### src/rtl/stream_mux_pkg.sv
// Shared types and constants for the 2-to-1 stream merger.
package stream_mux_pkg;

  typedef enum logic [1:0] {
    IDLE  = 2'd0,
    LOCK0 = 2'd1,
    LOCK1 = 2'd2
  } mux_state_t;

  localparam logic SRC_IN0 = 1'b0;
  localparam logic SRC_IN1 = 1'b1;

endpackage

### src/rtl/rr_arb2.sv
// Combinational two-requester round-robin arbiter with an optional packet lock.
module rr_arb2 (
  input  logic [1:0] req,
  input  logic       ptr,
  input  logic       lock_en,
  input  logic       lock_id,
  output logic [1:0] grant
);

  // A lock grants its owner regardless of the other side; ties go to the side not in ptr.
  always_comb begin
    grant = 2'b00;
    if (lock_en) begin
      grant = lock_id ? 2'b10 : 2'b01;
    end else if (req == 2'b11) begin
      grant = ptr ? 2'b01 : 2'b10;
    end else begin
      grant = req;
    end
  end

endmodule

### src/rtl/stream_mux_2to1.sv
// Two-input valid/ready stream merger with round-robin arbitration, packet
// locking and a single registered output stage tagged with the source.
module stream_mux_2to1
  import stream_mux_pkg::*;
#(
  parameter int unsigned DATA_W = 8
) (
  input  logic              clk,
  input  logic              rst,
  input  logic [DATA_W-1:0] in0_data,
  input  logic              in0_valid,
  input  logic              in0_last,
  output logic              in0_ready,
  input  logic [DATA_W-1:0] in1_data,
  input  logic              in1_valid,
  input  logic              in1_last,
  output logic              in1_ready,
  output logic [DATA_W-1:0] out_data,
  output logic              out_sel,
  output logic              out_last,
  output logic              out_valid,
  input  logic              out_ready
);

  mux_state_t state;
  logic       rr_ptr;
  logic [1:0] grant;
  logic       load_en_c;
  logic       acc0_c;
  logic       acc1_c;

  rr_arb2 u_arb (
    .req     ({in1_valid, in0_valid}),
    .ptr     (rr_ptr),
    .lock_en (state != IDLE),
    .lock_id (state == LOCK1),
    .grant   (grant)
  );

  assign load_en_c = !out_valid | out_ready;
  assign in0_ready = load_en_c & grant[0] & !rst;
  assign in1_ready = load_en_c & grant[1] & !rst;
  assign acc0_c    = in0_valid & in0_ready;
  assign acc1_c    = in1_valid & in1_ready;

  // Output register, lock FSM and round-robin pointer.
  always_ff @(posedge clk or posedge rst) begin
    if (rst) begin
      out_data  <= '0;
      out_sel   <= SRC_IN0;
      out_last  <= 1'b0;
      out_valid <= 1'b0;
      state     <= IDLE;
      rr_ptr    <= SRC_IN1;
    end else begin
      if (load_en_c) begin
        if (acc0_c) begin
          out_data  <= in0_data;
          out_last  <= in0_last;
          out_sel   <= SRC_IN0;
          out_valid <= 1'b1;
        end else if (acc1_c) begin
          out_data  <= in1_data;
          out_last  <= in1_last;
          out_sel   <= SRC_IN1;
          out_valid <= 1'b1;
        end else begin
          out_valid <= 1'b0;
        end
      end

      case (state)
        IDLE: begin
          if (acc0_c) begin
            rr_ptr <= SRC_IN0;
            if (!in0_last) state <= LOCK0;
          end else if (acc1_c) begin
            rr_ptr <= SRC_IN1;
            if (!in1_last) state <= LOCK1;
          end
        end
        LOCK0:   if (acc0_c && in0_last) state <= IDLE;
        LOCK1:   if (acc1_c && in1_last) state <= IDLE;
        default: state <= IDLE;
      endcase
    end
  end

endmodule

### config.mk
export PLATFORM = sky130hd
export DESIGN_NAME = stream_mux_2to1
export DESIGN_NICKNAME = d
export VERILOG_FILES = /design/src/rtl/stream_mux_pkg.sv /design/src/rtl/rr_arb2.sv /design/src/rtl/stream_mux_2to1.sv
export SDC_FILE = /design/constraint.sdc
export NUM_CORES = 1
export LEC_CHECK = 0
export CORE_MARGIN = 4
export CORE_UTILIZATION = 44
export DETAILED_ROUTE_END_ITERATION = 8
export PLACE_DENSITY = 0.93
export RECOVER_POWER = 25
export SKIP_LAST_GASP = 1
export SLEW_MARGIN = 25
export SYNTH_ARGS = -nofsm -noshare
export SYNTH_HDL_FRONTEND = slang
export SYNTH_SLANG_ARGS = --single-unit
### constraint.sdc
create_clock -name clk -period 2.9 [get_ports clk]
set_input_delay 0.29 -clock clk [delete_from_list [all_inputs] [get_ports clk]]
set_output_delay 0.29 -clock clk [all_outputs]
set_load 0.01 [all_outputs]
### After elaboration in Yosys (flattened, before gate mapping)

Cells that the tools add are included.

* bits of input ports: 23
* bits in registers: 14
* output and inout port bits: 13
* logic and storage cells: 50

* reduce and logical (&&, ||, !) cells: 10
* bitwise gates (word level): 7
* mux-type cells: 19
* eq/ne operators: 8

Operators by type and width (number)
* 2-bit 2-to-1 mux: 10
* 8-bit 2-to-1 mux: 2
* 3-bit inequality test, second input constant: 3
* 1-bit AND: 6
* 1-bit 2-to-1 mux: 6
* 2-bit one-hot mux with 3 select lines: 1
* 5-bit AND reduction: 1
* 2-bit == test, second input constant: 2
* 2-bit inequality test, second input constant: 2
* 2-bit AND reduction: 2
* 2-bit nonzero test: 2
* 2-bit by 1-bit == test with 1-bit output, second input constant: 1
* 1-bit logical AND: 2
* 1-bit logical NOT: 2
* 2-bit logical NOT: 1
* 1-bit OR: 1

### Logic depth before layout (Yosys ltp)

Gate-level depths: netlist (run 1).

* depth in word-level cells: 9
* mapped depth: 6
* gate-level depth less buffers: 4

### Hierarchy

A second synthesis (run 1) with hierarchy kept.

* cell total of the unflattened synthesis: 91
* area total of the unflattened synthesis: 885.8 um^2

Modules (own cells, without submodules)
* stream_mux_2to1: times used 1, area an instance 840.8 um^2, cells an instance 84, seq. area each 351.6 um^2
* rr_arb2: times used 1, area an instance 45.0 um^2, cells an instance 7, seq. area each 0.0 um^2

### Worst setup path before layout (run 1)

OpenSTA, ideal clock, no wires.

* path kind: input to output
* start point: input port rst
* end point: output port in1_ready
* data required time: 2.610 ns
* stages: 4
* setup slack: 1.349 ns
* arrival time: 1.261 ns
* buffers on the path: 1
* cell sequence: inv_1 > nand2_1 > clkbuf_1 > nor3_1

* longest elaborated chain between the ends: 2

RTL lines
* start: declaration: RTL line stream_mux_2to1.sv:9 `input logic rst,`
* 1-bit logical NOT (no line)
* 1-bit AND: RTL line stream_mux_2to1.sv:42 `assign in1_ready = load_en_c & grant[1] & !rst;`
* end: declaration: RTL line stream_mux_2to1.sv:17 `output logic in1_ready,`

Every way passes these cells.

### Final worst setup path (run 1)

* start point: input port rst
* end point: register out_last

* longest elaborated chain between the ends: 5
* elaborated cells on any way between the ends: 8
* classes of those cells: mux: 1; bitwise: 4; reduce/logical: 3

RTL lines
* 1-bit logical NOT (no line) *
* 1-bit AND, on equally long branches: RTL line stream_mux_2to1.sv:41, stream_mux_2to1.sv:42
* 1-bit AND, on equally long branches: RTL line stream_mux_2to1.sv:43, stream_mux_2to1.sv:44
* 2-bit nonzero test (no line)
* 2-bit AND reduction (no line)
* end signal: assignment: RTL line stream_mux_2to1.sv:59 `out_last <= in0_last;`
* end signal: assignment: RTL line stream_mux_2to1.sv:64 `out_last <= in1_last;`
* end: declaration: RTL line stream_mux_2to1.sv:20 `output logic out_last,`

Every way passes the cells marked *; elsewhere a longest branch is shown, timed or not.
A chain may end at the register's enable or synchronous reset.

==> results.sh, run 1 <==
export IMPL_grt_pass1_wl_um=3815
export IMPL_synth_compound_area_share_pct=33.59
export IMPL_drc=0
export IMPL_finalNonFillerCells=144
export IMPL_start_util_pct=46.95
export IMPL_die_x_um=51.16
export IMPL_io_buffers=35
export IMPL_grt_ovfl_total=0
export IMPL_firstDrtPassIters=4
export IMPL_ys_top_cells_by_area="dfrtp_1 (40%), a311oi_1 (8.5%), a22oi_1 (7.3%), o21ai_0 (5.5%), inv_1 (4.6%)"
export IMPL_cp_arrival_ps=2560
export IMPL_final_common_cell="clkdlybuf4s50_1"
export IMPL_hold_slack_ps=528.6
export IMPL_final_cell_mix="clkdlybuf4s50_1 (34), dfrtp_1 (13), inv_1 (10)"
export IMPL_whs_path_depth=1
export IMPL_htree_levels=1
export IMPL_gp_congestion=0.8790
export IMPL_path_max_fanout=15
export IMPL_yosysTopAreaCellShare_pct=39.69
export IMPL_rsz0062_at_grt="false"
export IMPL_setup_tns_ps=0
export IMPL_yosysUniqueCellTypes=27
export IMPL_cts_tree="built"
export IMPL_grt_start_max_net_pins=16
export IMPL_layout_area_overhead_vs_synth_pct=46.11
export IMPL_reg2reg_depth=4
export IMPL_design_power_total_mw=0.8735
export IMPL_ys_ff_latch=14
export IMPL_vias=846
export IMPL_r2r_start="state[1]"
export IMPL_wl_um=2435
export IMPL_hp_class="reg2reg"
export IMPL_cp_slowest_cell="dlygate4sd3_1"
export IMPL_status="complete, no violations"
export IMPL_n_antenna_cell=0
export IMPL_via_per_inst=5.875
export IMPL_worst_slack_ps=555.9
export IMPL_crit_type="in2reg"
export IMPL_root_buffer="clkbuf_4"
export IMPL_final_cell_area_sq_um=1197
export IMPL_timing_rr_end="out_data[2]"
export IMPL_synthXorXnorAreaFrac_pct=0
export IMPL_rows=15
export IMPL_utilization_pct=68.60
export IMPL_synth_edf_count=0
export IMPL_synth_simple_area_share_pct=13.44
export IMPL_synth_avg_cell_area_sq_um=9.874
export IMPL_dp_hpwl_um=1835
export IMPL_holdBufCountCts=0
export IMPL_ios=36
export IMPL_dp_cells=140
export IMPL_worst_r2r_setup_slack_ps=1360
export IMPL_dr_first_iter_drc_count=29
export IMPL_worst_pin_slew_ps=788.6
export IMPL_drv_slew=0
export IMPL_die_y_um=51.16
export IMPL_finalHoldViolations=0
export IMPL_async_flop_share_pct=100.0
export IMPL_clk_path_buf_depth=2
export IMPL_dpl_worst_slack_ps=644.0
export IMPL_grt_pass1_vias=833
export IMPL_clock_skew_ps=8.262
export IMPL_core_sq_um=1745
export IMPL_start_kind="primary input"
export IMPL_synthAdderAreaFrac_pct=0
export IMPL_synth_top_family_by_area="compound AO/OA/AOI/OAI gates"
export IMPL_crit_chain="dlygate4sd3_1 -> inv_1 -> clkbuf_1 -> nand3_1 -> nor3b_1 -> a221o_1"
export IMPL_nets=143
export IMPL_yosysWarnings=0
export IMPL_crit_buf_inv=3
export IMPL_synth_nets=106
export IMPL_avgRoutedWirePerCell_um=16.91
export IMPL_clock_sinks=14
export IMPL_muxShareOfSynthArea_pct=0
export IMPL_max_stage_delay_ps=600
export IMPL_postRouteAntennaNets=0
export IMPL_cts_resized=0
export IMPL_hold_end="out_last"
export IMPL_synth_area_sq_um=819.5
export IMPL_yosysSeqAreaShare_pct=42.90
export IMPL_p_per_area_nw_per_um2=729.5
export IMPL_cp_data_required_time_ps=3120
export IMPL_worstSetupEndpointType="flip-flop"
export IMPL_die_area_sq_um=2617
export IMPL_hold_path_startpoint="out_last"
export IMPL_drive_above_1_share_pct=10.08
export IMPL_relSlewSlack_pct=47.43
export IMPL_grt_usage_pct=19.83
export IMPL_synth_cells=83
export IMPL_cap_violations=0
export IMPL_p_leak_nw=0.4920
export IMPL_max_freq_mhz=426.6
export IMPL_crit_family="buffers and inverters"
export IMPL_period_share_pct=80.83
export IMPL_clock_latency_ps=280
export IMPL_antenna_found_initial=0
export IMPL_synthFlopType="dfrtp_1"
export IMPL_setup_violations=0
export IMPL_layout_min_cycle_time_ps=2344
export IMPL_clk_pin_slew_worst_paths_ps=80
export IMPL_peakVddDrop_mv=0.3826
export IMPL_yosysTopAreaCell="dfrtp_1"
export IMPL_cts_inserted_buffers=3
export IMPL_cts_setup_buffers=0
export IMPL_placed_area_sq_um=1175
layout make-up:
type                            count  area (sq um)
Multi-Input combinational cell     53         385.4
Tap cell                           25         31.28
Fill cell                         131         548.0
Inverter                           11         41.29
Sequential cell                    14         351.6
Timing Repair Buffer               37         361.6
Clock buffer                        4         26.28
layer usage:
metal	routed length, um	track usage [%]	vias to the layer above
li1	-	-	390
met1	935	22.73	398
met2	1262	35.41	49
met3	168	2.915	9
met4	68	9.865	0
met5	0	0	-
cell usage after synthesis (all sizes together), types with 3 or more instances:
cell    count
dfrtp      13
inv        11
a22oi       9
o21ai       9
a311oi      8
a21oi       4
nand2b      4
buf         3
nand2       3
nand3       3
worst register-to-register path, stage by stage (launching register included):
cell and delay (ps):
dfrtp_1 510, inv_1 140, a21o_1 290, a311oi_1 370
a22oi_1 120
sequential cells by signal (all words and copies together), names as in the netlist:
signal and cells:
state 2, out_valid 1, out_data 8, rr_ptr 1
out_last 1, out_sel 1
power by group:
group	internal [mW]	total [mW]	switching [mW]	leakage [nW]
logic	0.224	0.417	0.194	0.318
registers	0.273	0.340	0.0668	0.159
clock network	0.0534	0.116	0.0626	0.0150
worst max-delay path by stage:
stage	from	end	slack [ps]	depth (start not counted)
floorplan	rst	in1_ready	1350	4
global placement	out_ready	in1_ready	720	5
detailed placement	out_ready	in1_ready	640	5
CTS	out_ready	in1_ready	620	5
global route	rst	out_last	300	6
finish	rst	out_last	560	6
cells by family after synthesis:
family                 after synthesis
AOI/OAI and AO/OA                   37
buffers and inverters               16
DFF                                 14
and+or+nand+nor                     16
Note: power is estimated with default switching activity, not from simulation.
==> run 2: changes to the inputs <==
- CORE_UTILIZATION: 44 -> 37
- PLACE_DENSITY: 0.93 -> 0.85
- clock period: 2.9 -> 1.9 ns (I/O delays scaled with it)
==> run 2 against run 1 <==
  * Clock skew is 2.4 ps lower
  * Cell count up 6.3%
  * Die area rose by 16%
  * Largest power group unchanged
==> results.sh, run 2 (synthesized netlist as in run 1, its figures left out) <==
export IMPL_cap_violations=0
export IMPL_final_cell_mix="clkdlybuf4s50_1 (32), dfrtp_1 (13), inv_1 (10)"
export IMPL_layout_min_cycle_time_ps=1708
export IMPL_grt_usage_pct=17.54
export IMPL_holdBufCountCts=0
export IMPL_root_buffer="clkbuf_4"
export IMPL_grt_pass1_wl_um=3726
export IMPL_gp_congestion=0.8791
export IMPL_clk_pin_slew_worst_paths_ps=80
export IMPL_top_regs="out_data (8), state (2)"
export IMPL_largest_register="out_data"
export IMPL_max_freq_mhz=585.5
export IMPL_drv_slew=0
export IMPL_die_x_um=55.07
export IMPL_io_buffers=35
export IMPL_worst_pin_slew_ps=329.9
export IMPL_antenna_found_initial=0
export IMPL_layout_area_overhead_vs_synth_pct=53.44
export IMPL_cts_tree="built"
export IMPL_crit_type="reg2out"
export IMPL_peakVddDrop_mv=0.5309
export IMPL_crit_family="flip-flops"
export IMPL_start_kind="flip-flop"
export IMPL_vias=853
export IMPL_period_share_pct=89.89
export IMPL_p_leak_nw=0.5497
export IMPL_crit_buf_inv=1
export IMPL_die_y_um=55.07
export IMPL_cp_data_required_time_ps=1710
export IMPL_postRouteAntennaNets=0
export IMPL_firstDrtPassIters=4
export IMPL_worstSetupEndpointType="output pin"
export IMPL_max_stage_delay_ps=550
export IMPL_grt_pass1_vias=824
export IMPL_n_antenna_cell=0
export IMPL_dp_hpwl_um=1906
export IMPL_setup_violations=0
export IMPL_largest_register_ffs=8
export IMPL_cp_arrival_ps=1520
export IMPL_finalNonFillerCells=153
export IMPL_cts_inserted_buffers=3
export IMPL_clock_sinks=14
export IMPL_clk_path_buf_depth=2
export IMPL_start_util_pct=40.13
export IMPL_path_max_fanout=4
export IMPL_htree_levels=1
export IMPL_core_sq_um=2042
export IMPL_p_per_area_nw_per_um2=1074
export IMPL_nFillCells=175
export IMPL_drc=0
export IMPL_final_common_cell="clkdlybuf4s50_1"
export IMPL_dr_first_iter_drc_count=25
export IMPL_nets=150
export IMPL_grt_ovfl_total=0
export IMPL_rows=16
export IMPL_avgRoutedWirePerCell_um=16.14
export IMPL_crit_chain="nand2b_2 -> nand3_1 -> a21oi_1 -> dlygate4sd2_1"
export IMPL_rsz0062_at_grt="false"
export IMPL_clock_latency_ps=280
export IMPL_dp_cells=149
export IMPL_finalHoldViolations=0
export IMPL_clock_skew_ps=5.901
export IMPL_status="complete, no violations"
export IMPL_via_per_inst=5.575
export IMPL_hp_class="in2async"
export IMPL_grt_start_max_net_pins=16
export IMPL_drive_above_1_share_pct=15.87
export IMPL_relSlewSlack_pct=77.81
export IMPL_cp_slowest_cell="dfstp_2"
export IMPL_wl_um=2469
export IMPL_die_area_sq_um=3032
export IMPL_hold_slack_ps=417.8
export IMPL_setup_tns_ps=0
export IMPL_ios=36
## run 2: path summary, 6_finish.rpt
kind	slack, ps	end	cells after the start	startpoint
worst max-delay path	190	in0_ready	4	rr_ptr
worst min-delay path	420	state[0]	3	rst
worst max register to register	310	state[0]	4	rr_ptr
worst min register to register	490	out_sel	1	out_sel
max in group asynchronous	1230	rr_ptr	3	rst
min in group clk	470	out_data[7]	3	in1_data[7]
## run 2: what timing repair did
action / CTS / global route
setup buffers: 0 / 0
gates resized for setup: 1 / 1
pin swaps: 0 / 0
setup endpoints to repair: 1 / 1
## run 2: per-layer routing
| layer | vias to the layer above | global-route usage [%] | part of all wire [%] |
|---|---|---|---|
| met5 | - | 0 | 0 |
| met4 | 0 | 6.883 | 3.1 |
| met3 | 8 | 5.898 | 6.4 |
| met2 | 42 | 30.51 | 53 |
| met1 | 403 | 19.54 | 37 |
| li1 | 400 | - | - |
## run 2: area by class of cell
cell class / count / area [sq um] / share of cell area (%)
tap: 27 / 33.78 / 2.687
clock buffer: 4 / 26.28 / 2.090
sequential: 14 / 351.6 / 27.96
inverter: 11 / 41.29 / 3.284
multi-input combinational: 53 / 385.4 / 30.65
timing repair buffer: 44 / 419.2 / 33.33
## run 2: power by group
group / switching, mW / internal [mW]
Clock: 0.0959 / 0.0816
Sequential: 0.0892 / 0.417
Combinational: 0.307 / 0.361
## run 2: worst min-delay path: stages
cell and delay, ps:
dlygate4sd3_1 560, inv_1 90, buf_4 240
## run 2: through the flow
| stage | power [mW] | util (%) | area, sq um | setup WS [ps] |
|---|---|---|---|---|
| after CTS | 1.358 | 61.46 | 1255 | 36.86 |
| final | 1.351 | 61.58 | 1257 | 192.2 |
| after global placement | 1.151 | 60.23 | 1230 | 88.40 |
| after floorplan | 0.8710 | - | 819.5 | 523.5 |
| after global routing | 1.442 | 61.58 | 1257 | 105.0 |
| after detailed placement | 1.181 | 60.23 | 1230 | 28.78 |
